==> config.mk <==
export PLATFORM = sky130hd
export DESIGN_NAME = osd_textwriter_flat
export DESIGN_NICKNAME = d
export VERILOG_FILES = /design/src/rtl/osd_textwriter_if.sv /design/src/rtl/osd_textwriter.sv /design/src/flat_wrapper.sv
export SDC_FILE = /design/constraint.sdc
export NUM_CORES = 1
export LEC_CHECK = 0
export BUFFER_PORTS_ARGS = -buffer_cell sky130_fd_sc_hd__buf_2
export CORE_ASPECT_RATIO = 0.7
export CORE_MARGIN = 10
export CORE_UTILIZATION = 50
export CTS_CLUSTER_SIZE = 28
export DETAILED_ROUTE_END_ITERATION = 8
export PLACE_DENSITY = 0.78
export SLEW_MARGIN = 20
export SYNTH_ARGS = -nofsm -noshare
export SYNTH_HDL_FRONTEND = slang
export SYNTH_SLANG_ARGS = --single-unit
export TNS_END_PERCENT = 50
==> constraint.sdc <==
create_clock -name clk -period 3.3 [get_ports clk]
set_input_delay 0.165 -clock clk [delete_from_list [all_inputs] [get_ports clk]]
set_output_delay 0.165 -clock clk [all_outputs]
set_load 0.01 [all_outputs]
==> src/rtl/osd_textwriter_if.sv <==
`default_nettype none
// ============================================================================
// Module      : osd_textwriter_if
// Description : Bundles the OSD command handshake and the text screen buffer
//               host port into one interface.
//               Command side : cmd_valid, cmd_op[2:0], cmd_data[7:0], cmd_ready
//               Buffer side  : address[AW-1:0], data[7:0], wren, q[7:0]
//               Status       : cursor[AW-1:0]
//               The master modport belongs to the host and the buffer RAM.
//               The slave modport belongs to the writer.
// Revision    : 1.0 - initial release
// ============================================================================
interface osd_textwriter_if #(
  parameter int AW = 8
);
  logic          cmd_valid;
  logic [2:0]    cmd_op;
  logic [7:0]    cmd_data;
  logic          cmd_ready;
  logic [AW-1:0] address;
  logic [7:0]    data;
  logic          wren;
  logic [7:0]    q;
  logic [AW-1:0] cursor;

  modport master (
    output cmd_valid, cmd_op, cmd_data, q,
    input  cmd_ready, address, data, wren, cursor
  );

  modport slave (
    input  cmd_valid, cmd_op, cmd_data, q,
    output cmd_ready, address, data, wren, cursor
  );
endinterface
`default_nettype wire

==> src/rtl/osd_textwriter.sv <==
`default_nettype none
// ============================================================================
// Module      : osd_textwriter
// Description : Turns byte-level OSD print/cursor commands into write cycles
//               on the host port of a COLS x ROWS text screen buffer. Keeps the
//               cursor and invert attribute, handles CR/LF/BS, clears the
//               screen, and scrolls the window up one row at end of screen.
// Ports       : clk      - system clock, rising edge
//               reset_n  - synchronous active-low reset
//               bus      - osd_textwriter_if.slave (command handshake,
//                          buffer address/data/wren/q, cursor status)
// Revision    : 1.0 - initial release
// ============================================================================
module osd_textwriter #(
  parameter int         COLS       = 32,
  parameter int         ROWS       = 8,
  parameter int         AW         = 8,
  parameter logic [7:0] BLANK      = 8'h20,
  parameter int         AUTOSCROLL = 1
) (
  input  logic               clk,
  input  logic               reset_n,
  osd_textwriter_if.slave    bus
);

  localparam logic [2:0] c_OP_PUTC    = 3'd0;
  localparam logic [2:0] c_OP_GOTO    = 3'd1;
  localparam logic [2:0] c_OP_CLEAR   = 3'd2;
  localparam logic [2:0] c_OP_HEX     = 3'd3;
  localparam logic [2:0] c_OP_SETATTR = 3'd4;

  localparam logic [AW-1:0] c_ONE       = AW'(1);
  localparam logic [AW-1:0] c_LAST      = '1;
  localparam logic [AW-1:0] c_COLS_A    = AW'(COLS);
  localparam logic [AW-1:0] c_COL_MASK  = AW'(COLS - 1);
  localparam logic [AW-1:0] c_LASTROW   = AW'((ROWS - 1) * COLS);
  localparam logic [AW-1:0] c_SCRL_LAST = AW'((ROWS - 1) * COLS - 1);
  localparam logic [7:0]    c_BLANK_W   = {1'b0, BLANK[6:0]};

  typedef enum logic [2:0] {
    S_IDLE, S_PUTC, S_HEXLO, S_CLEAR,
    S_SCRL_RD, S_SCRL_WAIT, S_SCRL_WR, S_SCRL_FILL
  } state_t;

  state_t        r_state;
  logic [2:0]    r_op;
  logic [7:0]    r_data;
  logic          r_inv;
  logic          r_hex_pend;   // low HEX digit still owed after a scroll
  logic [AW-1:0] r_cursor;
  logic [AW-1:0] r_address;
  logic [AW-1:0] r_idx;        // destination cell of the scroll copy
  logic [7:0]    r_wdata;
  logic          r_wren;

  logic          w_eos;
  logic [AW-1:0] w_next;
  logic [AW-1:0] w_row_start;
  logic          w_in_last_row;
  logic          w_is_ctrl;
  logic [6:0]    w_hex_hi;
  logic [6:0]    w_hex_lo;

  function automatic logic [6:0] hex_ascii(input logic [3:0] n);
    return (n < 4'd10) ? {3'b011, n} : (7'h37 + {3'b000, n});
  endfunction

  assign w_row_start   = r_cursor & ~c_COL_MASK;
  assign w_in_last_row = (r_cursor >= c_LASTROW);
  assign w_is_ctrl     = (bus.cmd_data == 8'h0A) || (bus.cmd_data == 8'h0D) ||
                         (bus.cmd_data == 8'h08);
  assign w_hex_hi      = hex_ascii(bus.cmd_data[7:4]);
  assign w_hex_lo      = hex_ascii(r_data[3:0]);

  // Cursor outcome of the command held in r_op/r_data; w_eos flags the two
  // cases that run off the end of the screen.
  always_comb begin
    w_eos  = 1'b0;
    w_next = r_cursor;
    case (r_op)
      c_OP_PUTC: begin
        case (r_data)
          8'h0A: begin
            if (w_in_last_row) w_eos = 1'b1;
            else               w_next = w_row_start + c_COLS_A;
          end
          8'h0D: w_next = w_row_start;
          8'h08: w_next = (r_cursor == '0) ? '0 : (r_cursor - c_ONE);
          default: begin
            if (r_cursor == c_LAST) w_eos = 1'b1;
            else                    w_next = r_cursor + c_ONE;
          end
        endcase
      end
      c_OP_GOTO: w_next = AW'(r_data);
      default: ;
    endcase
  end

  always_ff @(posedge clk) begin
    if (!reset_n) begin
      r_state    <= S_IDLE;
      r_op       <= 3'd0;
      r_data     <= 8'h00;
      r_inv      <= 1'b0;
      r_hex_pend <= 1'b0;
      r_cursor   <= '0;
      r_address  <= '0;
      r_idx      <= '0;
      r_wdata    <= 8'h00;
      r_wren     <= 1'b0;
    end else begin
      r_wren <= 1'b0;
      case (r_state)
        S_IDLE: begin
          if (bus.cmd_valid) begin
            r_op   <= bus.cmd_op;
            r_data <= bus.cmd_data;
            case (bus.cmd_op)
              c_OP_PUTC: begin
                r_state <= S_PUTC;
                if (!w_is_ctrl) begin
                  r_wren    <= 1'b1;
                  r_address <= r_cursor;
                  r_wdata   <= {r_inv, bus.cmd_data[6:0]};
                end
              end
              c_OP_HEX: begin
                r_state   <= S_HEXLO;
                r_wren    <= 1'b1;
                r_address <= r_cursor;
                r_wdata   <= {r_inv, w_hex_hi};
              end
              c_OP_CLEAR: begin
                r_state   <= S_CLEAR;
                r_wren    <= 1'b1;
                r_address <= '0;
                r_wdata   <= c_BLANK_W;
              end
              default: r_state <= S_PUTC;
            endcase
          end
        end

        // Finishes a single-cell command: cursor move, attribute, or scroll.
        S_PUTC: begin
          r_state <= S_IDLE;
          if (r_op == c_OP_SETATTR) r_inv <= r_data[0];
          if (w_eos) begin
            if (AUTOSCROLL != 0) begin
              r_state   <= S_SCRL_RD;
              r_idx     <= '0;
              r_address <= c_COLS_A;
            end else begin
              r_cursor <= '0;
            end
          end else begin
            r_cursor <= w_next;
          end
        end

        // High digit is written; the low digit becomes an ordinary PUTC.
        S_HEXLO: begin
          r_op   <= c_OP_PUTC;
          r_data <= {1'b0, w_hex_lo};
          if ((r_cursor == c_LAST) && (AUTOSCROLL != 0)) begin
            r_hex_pend <= 1'b1;
            r_state    <= S_SCRL_RD;
            r_idx      <= '0;
            r_address  <= c_COLS_A;
          end else begin
            r_cursor  <= r_cursor + c_ONE;
            r_wren    <= 1'b1;
            r_address <= r_cursor + c_ONE;
            r_wdata   <= {r_inv, w_hex_lo};
            r_state   <= S_PUTC;
          end
        end

        S_CLEAR: begin
          if (r_address == c_LAST) begin
            r_cursor <= '0;
            r_inv    <= 1'b0;
            r_state  <= S_IDLE;
          end else begin
            r_address <= r_address + c_ONE;
            r_wren    <= 1'b1;
          end
        end

        S_SCRL_RD: r_state <= S_SCRL_WAIT;

        // q now holds the cell one row below r_idx.
        S_SCRL_WAIT: begin
          r_address <= r_idx;
          r_wdata   <= bus.q;
          r_wren    <= 1'b1;
          r_state   <= S_SCRL_WR;
        end

        S_SCRL_WR: begin
          if (r_idx == c_SCRL_LAST) begin
            r_state   <= S_SCRL_FILL;
            r_address <= c_LASTROW;
            r_wdata   <= c_BLANK_W;
            r_wren    <= 1'b1;
          end else begin
            r_idx     <= r_idx + c_ONE;
            r_address <= r_idx + c_ONE + c_COLS_A;
            r_state   <= S_SCRL_RD;
          end
        end

        S_SCRL_FILL: begin
          if (r_address == c_LAST) begin
            r_cursor <= c_LASTROW;
            if (r_hex_pend) begin
              r_hex_pend <= 1'b0;
              r_wren     <= 1'b1;
              r_address  <= c_LASTROW;
              r_wdata    <= {r_inv, r_data[6:0]};
              r_state    <= S_PUTC;
            end else begin
              r_state <= S_IDLE;
            end
          end else begin
            r_address <= r_address + c_ONE;
            r_wren    <= 1'b1;
          end
        end

        default: r_state <= S_IDLE;
      endcase
    end
  end

  assign bus.cmd_ready = (r_state == S_IDLE);
  assign bus.address   = r_address;
  assign bus.data      = r_wdata;
  assign bus.wren      = r_wren;
  assign bus.cursor    = r_cursor;

endmodule
`default_nettype wire

==> src/flat_wrapper.sv <==
// flat-port wrapper written by rule: the top's interface ports become plain ports
module osd_textwriter_flat 
#(
  parameter int         COLS       = 32,
  parameter int         ROWS       = 8,
  parameter int         AW         = 8,
  parameter logic [7:0] BLANK      = 8'h20,
  parameter int         AUTOSCROLL = 1
)
  (clk, reset_n, bus_cmd_valid, bus_cmd_op, bus_cmd_data, bus_q, bus_cmd_ready, bus_address, bus_data, bus_wren, bus_cursor);
  osd_textwriter_if #(.AW(AW)) bus_i ();
  input  logic clk;
  input  logic reset_n;
  input wire logic [$bits(bus_i.cmd_valid)-1:0] bus_cmd_valid;
  input wire logic [$bits(bus_i.cmd_op)-1:0] bus_cmd_op;
  input wire logic [$bits(bus_i.cmd_data)-1:0] bus_cmd_data;
  input wire logic [$bits(bus_i.q)-1:0] bus_q;
  output wire logic [$bits(bus_i.cmd_ready)-1:0] bus_cmd_ready;
  output wire logic [$bits(bus_i.address)-1:0] bus_address;
  output wire logic [$bits(bus_i.data)-1:0] bus_data;
  output wire logic [$bits(bus_i.wren)-1:0] bus_wren;
  output wire logic [$bits(bus_i.cursor)-1:0] bus_cursor;
  assign bus_i.cmd_valid = bus_cmd_valid;
  assign bus_i.cmd_op = bus_cmd_op;
  assign bus_i.cmd_data = bus_cmd_data;
  assign bus_i.q = bus_q;
  assign bus_cmd_ready = bus_i.cmd_ready;
  assign bus_address = bus_i.address;
  assign bus_data = bus_i.data;
  assign bus_wren = bus_i.wren;
  assign bus_cursor = bus_i.cursor;
  osd_textwriter #(.COLS(COLS), .ROWS(ROWS), .AW(AW), .BLANK(BLANK), .AUTOSCROLL(AUTOSCROLL)) u_core (.clk(clk), .reset_n(reset_n), .bus(bus_i));
endmodule
==> flow_metrics.py, run 1 <==
metrics = {
    "run_status": {
        "outcome": "finished clean",
    },
    "clocking": {
        "postCtsHoldBufs": 0,
        "cts_made_buffers": 5,
        "cts_tree": "done",
        "postCtsResizedCells": 0,
        "worstSkewPairLatency_ns": 0.29,
        "clk_pin_slew_ns": 0.07,
        "clock_path_buffers": 2,
        "post-cts-setup-buffer-count": 0,
        "cts_max_level": 2,
        "ctsRootBufferMaster": "clkbuf_16",
        "cts_num_sinks": 49,
    },
    "critical_path": {
        "critPathLaunch": "u_core.r_idx[0]$_SDFFE_PN0P_",
        "rr_endpoint": "u_core.bus.data[0]$_SDFFE_PN0P_",
        "cp.arrival_ns": 3.01,
        "r2r_start": "u_core.r_idx[0]$_SDFFE_PN0P_",
        "reg2regPathDepth": 7,
        "r2r_slack_ns": 0.46,
        "critical_path_class": "flip-flop to flip-flop",
        "crit_required_ns": 3.47,
        "worstSetupEndpoint": "u_core.bus.data[0]$_SDFFE_PN0P_",
        "crit_path_max_fanout": 10,
        "cp-start-kind": "flip-flop",
        "crit_path_end_kind": "flip-flop",
    },
    "sta": {
        "period_needed_ns": 2.84,
        "drv_slew": 0,
        "slew_headroom_pct": 20.9,
        "period_share_pct": 86.1,
        "hold_violations": 0,
        "setup_ws_ns": 0.460,
        "setup_viol": 0,
        "fmax_ghz": 0.352,
        "fin_tns_setup_ns": 0,
        "clock_skew_ns": 0.00689,
        "grt_setup_unrepaired": "false",
        "worstMarginPinSlew_ns": 1.18,
    },
    "drt": {
        "antenna_left": 0,
        "via_per_inst": 6.83,
        "first_pass_iters": 5,
        "dr_total_vias": 4634,
        "drc": 0,
        "drt_iter0_markers": 597,
        "wl_um": 13900,
        "routedWlPerCell_um": 20.5,
    },
    "finish": {
        "diodes": 0,
        "multi_input_area_sq_um": 2840,
        "seqCellArea_sq_um": 981,
        "final_area_sq_um": 4450,
        "final_nets": 613,
        "syn2layout_area_growth_pct": 10.4,
        "drive_gt1_share_pct": 13.7,
        "fill_cells": 733,
    },
    "logic_synthesis": {
        "syn-num-nets": 589,
        "ys_async_sr_fraction_pct": 0,
        "synthCells": 552,
        "ys_ff_latch": 49,
        "ys_types": 75,
        "yosysMostFrequentCell": "nand2_1",
        "synth_ff_type": "dfxtp_1",
        "synth_edf_count": 0,
        "yosys_warnings": 0,
        "synth_common_cells": "nand2_1 (58), a21oi_1 (49), dfxtp_1 (49), nor2_1 (49), o21ai_0 (44)",
        "yosys.area.top_type_share_pct": 24.4,
        "yosysTopAreaCell": "dfxtp_1",
        "seq_area_frac_synth_pct": 24.4,
        "synth_area_leaders": "dfxtp_1 (24%), a21oi_1 (6.1%), o21ai_0 (5.5%)",
        "avgSynthCellArea_sq_um": 7.30,
        "synth_area_sq_um": 4030,
    },
    "power_and_ir_drop": {
        "p_per_area_nw_per_um2": 408,
        "power.leakage_nw": 1.73,
        "ir_worst_vdd_mv": 0.256,
    },
    "global_routing": {
        "grt_pass1_wl_um": 22300,
        "grt.busiest_layer": "met2",
        "first_global_vias": 4175,
        "use_met3_pct": 7.87,
        "grt_usage_pct": 22.2,
        "gr-usage-met2_pct": 31.7,
        "met1_usage_pct": 31.1,
        "grt_overflow": 0,
        "grt_max_degree": 33,
        "antenna_found_initial": 0,
    },
    "die": {
        "dieArea_sq_um": 12100,
        "start_util_pct": 51.4,
        "ioPinCount": 48,
        "fp.dieH_um": 95.1,
        "dieWidth_um": 127,
        "rows": 27,
        "core_sq_um": 7840,
    },
    "placement": {
        "io_buffers": 47,
        "place_ws_ns": 0.572,
        "placed_area_sq_um": 4290,
        "dp_hpwl_um": 10300,
        "routabilityCongestion": 0.983,
    },
    "run": {
        "drv_cap": 0,
    },
    "worst_hold_path": {
        "hold_path_class": "input pin to flip-flop",
        "whs_path_depth": 3,
    },
}
registers in the layout, indices dropped and copies added (netlist names):
register,count
u_core.bus.cursor,8
u_core.r_state,3
u_core.r_inv,1
u_core.r_hex_pend,1
u_core.r_idx,8
u_core.bus.wren,1
u_core.r_data,8
u_core.bus.data,8
u_core.r_op,3
u_core.bus.address,8
cell type report:
class	instances	share of cell area (%)
inverter	15	1.27
tap	101	2.84
timing repair buffer	54	6.47
clock inverter	2	0.366
sequential	49	22.1
multi-input combinational	451	63.9
clock buffer	6	3.12
worst max-delay path, stage by stage, from the launching register on:
cell      delay [ns]
dfxtp_1         0.47
ha_1            0.32
nand4_1         0.18
o31ai_1         0.72
o221a_2         0.40
nand3_2         0.22
a211oi_1        0.33
nor3_1          0.08
report_power, final:
group | switching, mW | internal, mW | total (mW)
registers | 0.0940 | 0.638 | 0.732
logic | 0.312 | 0.217 | 0.529
clock network | 0.248 | 0.305 | 0.553
total | 0.654 | 1.16 | 1.81
routing by layer:
| metal | part of all wire, % | up-vias |
|---|---|---|
| li1 | - | 2119 |
| met1 | 45 | 2198 |
| met2 | 41 | 295 |
| met3 | 13 | 22 |
| met4 | 1.4 | 0 |
| met5 | 0 | - |
through the flow:
step | hold slack, ns | cells | utilization [%] | power, mW
floorplan | 0.301 | 552 | - | 1.09
global placement | 0.448 | 670 | 54.8 | 1.25
detailed placement | 0.459 | 670 | 54.8 | 1.26
CTS | 0.160 | 678 | 56.7 | 1.80
global route | 0.169 | 678 | 56.7 | 1.90
finish | 0.165 | 678 | 56.7 | 1.81
worst min-delay path by stage:
| stage | slack [ns] | from | to |
|---|---|---|---|
| final | 0.16 | bus_cmd_op[2] | u_core.r_op[2]$_SDFFE_PN0P_ |
| after detailed placement | 0.46 | bus_cmd_op[1] | u_core.r_op[1]$_SDFFE_PN0P_ |
| after global routing | 0.17 | bus_cmd_op[2] | u_core.r_op[2]$_SDFFE_PN0P_ |
| after CTS | 0.16 | bus_cmd_op[2] | u_core.r_op[2]$_SDFFE_PN0P_ |
| after floorplan | 0.30 | bus_cmd_op[1] | u_core.r_op[1]$_SDFFE_PN0P_ |
| after global placement | 0.45 | u_core.bus.data[4]$_SDFFE_PN0P_ | u_core.bus.data[4]$_SDFFE_PN0P_ |
layout by cell type, fill, tap and decap left out, types with 8 or more instances in the layout:
master,netlist,layout
nand2b_1,9,9
a211oi_1,8,8
nand3_1,18,18
o21ai_0,44,44
nor3_1,14,14
o211ai_1,11,11
nand2_1,58,58
a31oi_1,16,16
ha_1,15,15
buf_2,5,47
mux2i_1,9,9
a21oi_1,49,49
and3_1,8,8
xnor2_1,11,11
dfxtp_1,49,49
nor2_1,49,49
inv_1,14,14
cell families (layout without fill, tap and decap cells):
logic type,after synthesis,after routing,synth area share (%)
and+or+nand+nor,210,210,26.6
adders and majority gates,15,15,4.66
muxes,12,12,3.08
buffers and inverters,52,77,5.13
xor gates and xnor gates,16,16,3.48
DFF,49,49,24.4
AOI/OAI and AO/OA,198,198,32.7
Note: power is estimated with default switching activity, not from simulation.
==> run 2, diff against run 1 <==
CELL_PAD_IN_SITES_DETAIL_PLACEMENT = 1   (was not set)
CELL_PAD_IN_SITES_GLOBAL_PLACEMENT = 1   (was not set)
CORE_UTILIZATION = 43   (was 50)
PLACE_DENSITY = 0.89   (was 0.78)
==> flow_metrics.py, run 2 (synthesis results as in run 1) <==
metrics = {
    "drt": {
        "wl_um": 16400,
        "drc": 0,
        "via_per_inst": 6.84,
        "dr_total_vias": 4823,
        "routedWlPerCell_um": 23.2,
        "first_pass_iters": 5,
        "antenna_left": 0,
        "drt_iter0_markers": 623,
    },
    "sta": {
        "slew_headroom_pct": 30.6,
        "worstMarginPinSlew_ns": 1.03,
        "drv_slew": 0,
        "period_share_pct": 88.8,
        "hold_violations": 0,
        "fmax_ghz": 0.341,
        "grt_setup_unrepaired": "false",
        "fin_tns_setup_ns": 0,
        "holdWs_ns": 0.154,
        "setup_viol": 0,
        "period_needed_ns": 2.93,
        "clock_skew_ns": 0.00825,
    },
    "clocking": {
        "clock_path_buffers": 2,
        "ctsRootBufferMaster": "clkbuf_16",
        "worstSkewPairLatency_ns": 0.31,
        "cts_tree": "done",
        "cts_max_level": 2,
        "postCtsResizedCells": 0,
        "clk_pin_slew_ns": 0.07,
        "cts_made_buffers": 5,
        "cts_num_sinks": 49,
        "postCtsHoldBufs": 0,
        "post-cts-setup-buffer-count": 0,
    },
    "finish": {
        "final_cell_mix": "nand2_1 (58), nor2_1 (49), a21oi_1 (49), dfxtp_1 (49), buf_2 (47)",
        "syn2layout_area_growth_pct": 11.8,
        "final_common_cell": "nand2_1",
        "final_nets": 617,
        "fill_cells": 1156,
        "final_area_sq_um": 4500,
        "drive_gt1_share_pct": 14.3,
        "diodes": 0,
    },
    "global_routing": {
        "grt_max_degree": 25,
        "grt_pass1_wl_um": 25900,
        "antenna_found_initial": 0,
        "grt_usage_pct": 23.5,
        "first_global_vias": 4761,
        "grt_overflow": 0,
    },
    "critical_path": {
        "cp-start-kind": "flip-flop",
        "crit_path_max_fanout": 10,
        "critical_path_class": "flip-flop to flip-flop",
        "crit_required_ns": 3.49,
        "crit_path_end_kind": "flip-flop",
        "cp.arrival_ns": 3.12,
    },
    "die": {
        "dieWidth_um": 136,
        "start_util_pct": 44.2,
        "ioPinCount": 48,
        "rows": 29,
        "core_sq_um": 9110,
        "fp.dieH_um": 101,
        "dieArea_sq_um": 13700,
    },
    "run": {
        "drv_cap": 0,
    },
    "placement": {
        "dp_hpwl_um": 12100,
        "io_buffers": 47,
        "placed_area_sq_um": 4350,
        "routabilityCongestion": 0.987,
    },
    "power_and_ir_drop": {
        "total_power_mw": 1.85,
        "power.leakage_nw": 1.76,
        "ir_worst_vdd_mv": 0.177,
        "p_per_area_nw_per_um2": 411,
    },
    "worst_hold_path": {
        "hold_path_class": "input pin to flip-flop",
    },
    "run_status": {
        "outcome": "finished clean",
    },
}
run 2: final cells by class:
cell class	count	area [sq um]	area share [%]
Clock inverter	2	13.8	0.306
Multi-Input combinational cell	451	2840	63.1
Tap cell	124	155	3.45
Clock buffer	6	139	3.08
Inverter	15	56.3	1.25
Timing Repair Buffer	58	318	7.06
Sequential cell	49	981	21.8
run 2: stage by stage:
| stage | utilization, % | worst slack [ns] | cells |
|---|---|---|---|
| 5_1_grt | 49.4 | 0.118 | 705 |
| 4_1_cts | 49.4 | 0.447 | 705 |
| 6_report | 49.4 | 0.368 | 705 |
| 3_5_place_dp | 47.8 | 0.492 | 697 |
| 2_1_floorplan | - | 0.908 | 552 |
| 3_3_place_gp | 47.8 | 0.682 | 697 |
run 2: path summary, 6_finish.rpt:
path | depth (start not counted) | slack [ns] | end | from
min reg2reg | 2 | 0.49 | u_core.bus.data[4]$_SDFFE_PN0P_ | u_core.bus.data[4]$_SDFFE_PN0P_
max reg2reg | 7 | 0.37 | u_core.bus.data[6]$_SDFFE_PN0P_ | u_core.r_idx[0]$_SDFFE_PN0P_
min | 3 | 0.15 | u_core.r_op[1]$_SDFFE_PN0P_ | bus_cmd_op[1]
max | 7 | 0.37 | u_core.bus.data[6]$_SDFFE_PN0P_ | u_core.r_idx[0]$_SDFFE_PN0P_
run 2: worst max-delay path, stage by stage, from the launching register on:
cell,delay (ns)
dfxtp_1,0.50
ha_1,0.32
nand4_1,0.17
o31ai_1,0.77
o221a_2,0.41
nand3_2,0.23
nor4_1,0.34
nor3_1,0.07
run 2: power by group:
group          total (mW)  switching [mW]  internal [mW]
clock               0.558           0.255          0.303
sequential          0.730          0.0922          0.638
combinational       0.563           0.342          0.221
total                1.85           0.689           1.16
run 2: metal layers:
| layer | part of all wire (%) | global-route usage [%] | wire, um |
|---|---|---|---|
| met1 | 43 | 31.6 | 6950 |
| met2 | 45 | 36.0 | 7350 |
| met3 | 10 | 5.28 | 1690 |
| met4 | 2.3 | 7.92 | 372 |
| met5 | 0 | 0 | 0 |
==> run 3, diff against run 2 <==
BUFFER_PORTS_ARGS = not set   (was -buffer_cell sky130_fd_sc_hd__buf_2)
CORE_UTILIZATION = 47   (was 43)
DONT_BUFFER_PORTS = 1   (was not set)
==> flow_metrics.py, run 3 (synthesis results as in run 1) <==
metrics = {
    "finish": {
        "final_nets": 575,
        "final_common_cell": "nand2_1",
        "final_area_sq_um": 4290,
        "syn2layout_area_growth_pct": 6.59,
        "drive_gt1_share_pct": 6.69,
        "final_cell_mix": "nand2_1 (58), nor2_1 (49), a21oi_1 (49), dfxtp_1 (49), o21ai_0 (44)",
        "fin_cells": 643,
        "fin_util_pct": 51.1,
        "diodes": 0,
        "fill_cells": 1082,
    },
    "die": {
        "rows": 28,
        "core_sq_um": 8410,
        "ioPinCount": 48,
        "start_util_pct": 47.9,
        "fp.dieH_um": 97.5,
        "dieArea_sq_um": 12700,
        "dieWidth_um": 131,
    },
    "sta": {
        "fin_tns_setup_ns": 0,
        "worstMarginPinSlew_ns": 0.843,
        "hold_violations": 0,
        "fmax_ghz": 0.329,
        "slew_headroom_pct": 43.4,
        "setup_viol": 0,
        "clock_skew_ns": 0.00358,
        "grt_setup_unrepaired": "false",
        "drv_slew": 0,
        "period_needed_ns": 3.04,
        "period_share_pct": 92.0,
        "holdWs_ns": 0.00531,
    },
    "drt": {
        "drc": 0,
        "first_pass_iters": 5,
        "routedWlPerCell_um": 24.6,
        "antenna_left": 0,
        "wl_um": 15800,
        "dr_total_vias": 4600,
        "via_per_inst": 7.15,
        "drt_iter0_markers": 553,
    },
    "worst_hold_path": {
        "hold_path_class": "input pin to flip-flop",
        "whs_path_depth": 2,
    },
    "critical_path": {
        "cp_slowest_stage_delay_ns": 0.77,
        "cp.arrival_ns": 3.21,
        "crit_path_max_fanout": 10,
        "critical_path_class": "flip-flop to flip-flop",
        "worst_path_max_delay_cell": "o31ai_1",
        "crit_path_end_kind": "flip-flop",
        "path_cells": "ha_1, nand4_1, o31ai_1, o221a_2, nand3_2, nor4_1, nor3_1",
        "cp-start-kind": "flip-flop",
        "reg2regPathDepth": 7,
        "crit_required_ns": 3.48,
    },
    "placement": {
        "io_buffers": 0,
        "routabilityCongestion": 0.928,
        "placed_area_sq_um": 4090,
        "placed_cells": 631,
        "dp_hpwl_um": 11600,
    },
    "clocking": {
        "clock_path_buffers": 2,
        "ctsRootBufferMaster": "clkbuf_16",
        "clk_pin_slew_ns": 0.07,
        "worstSkewPairLatency_ns": 0.30,
        "post-cts-setup-buffer-count": 0,
        "cts_num_sinks": 49,
        "cts_tree": "done",
        "cts_made_buffers": 5,
        "cts_max_level": 2,
    },
    "power_and_ir_drop": {
        "p_per_area_nw_per_um2": 417,
        "ir_worst_vdd_mv": 0.173,
        "power.leakage_nw": 1.56,
    },
    "global_routing": {
        "first_global_vias": 4481,
        "antenna_found_initial": 0,
        "grt_overflow": 0,
        "grt_pass1_wl_um": 25100,
        "grt_usage_pct": 24.5,
        "grt_max_degree": 29,
    },
    "run_status": {
        "outcome": "finished clean",
    },
    "run": {
        "drv_cap": 0,
    },
}
## run 3: changes by cell type in the layout (fill, tap and decap cells not counted), sizes merged
cell	previous run	this run
dlygate4sd3	0	5
buf	58	11
clkinvlp	0	1
clkinv	3	1
## run 3: routing by layer
layer  vias to the layer above  track usage, %  share of wire (%)
li1                       2039               -                  -
met1                      2220            33.7                 43
met2                       286            34.8                 43
met3                        55            7.14                 11
met4                         0            8.95                2.8
met5                         -               0                  0
## run 3: worst max-delay path: cells and delay by family (launching register included)
kind	cells	cell delay [ns]
AO/OA/AOI/OAI	2	1.19
AND/OR/NAND/NOR	4	0.91
flip-flops	1	0.48
adder cells (fa/ha/maj)	1	0.34
## run 3: worst paths after layout
kind,from,end,slack [ns]
hold / removal,reset_n,u_core.bus.cursor[7]$_SDFFE_PN0P_,0.005
setup reg to reg,u_core.r_idx[0]$_SDFFE_PN0P_,u_core.bus.data[6]$_SDFFE_PN0P_,0.26
setup / recovery,u_core.r_idx[0]$_SDFFE_PN0P_,u_core.bus.data[6]$_SDFFE_PN0P_,0.26
hold reg to reg,u_core.r_data[7]$_SDFFE_PN0P_,u_core.r_data[7]$_SDFFE_PN0P_,0.52
## run 3: timing repair
| item | in CTS | in global routing |
|---|---|---|
| hold endpoints to repair | 5 | 0 |
| resized for setup | 0 | 0 |
| hold buffers | 5 | 0 |
## run 3: through the flow
stage | power [mW] | setup slack (ns)
2_1_floorplan | 1.09 | 0.908
3_3_place_gp | 1.20 | 0.720
3_5_place_dp | 1.23 | 0.450
4_1_cts | 1.78 | 0.372
5_1_grt | 1.87 | 0.131
6_report | 1.79 | 0.264
## run 3: area by class of cell
class / instances / area [sq um] / share of cell area, %
Multi-Input combinational cell: 451 / 2850 / 66.3
Sequential cell: 49 / 981 / 22.9
Clock buffer: 6 / 139 / 3.24
Timing Repair Buffer: 16 / 133 / 3.09
Tap cell: 105 / 131 / 3.06
Inverter: 15 / 56.3 / 1.31
Clock inverter: 1 / 7.51 / 0.175
## run 3: power by group
group / switching (mW) / leakage, nW / total [mW] / internal, mW
combinational: 0.297 / 1.09 / 0.494 / 0.197
clock: 0.247 / 0.0690 / 0.545 / 0.298
sequential: 0.111 / 0.401 / 0.749 / 0.638
total: 0.655 / 1.56 / 1.79 / 1.13
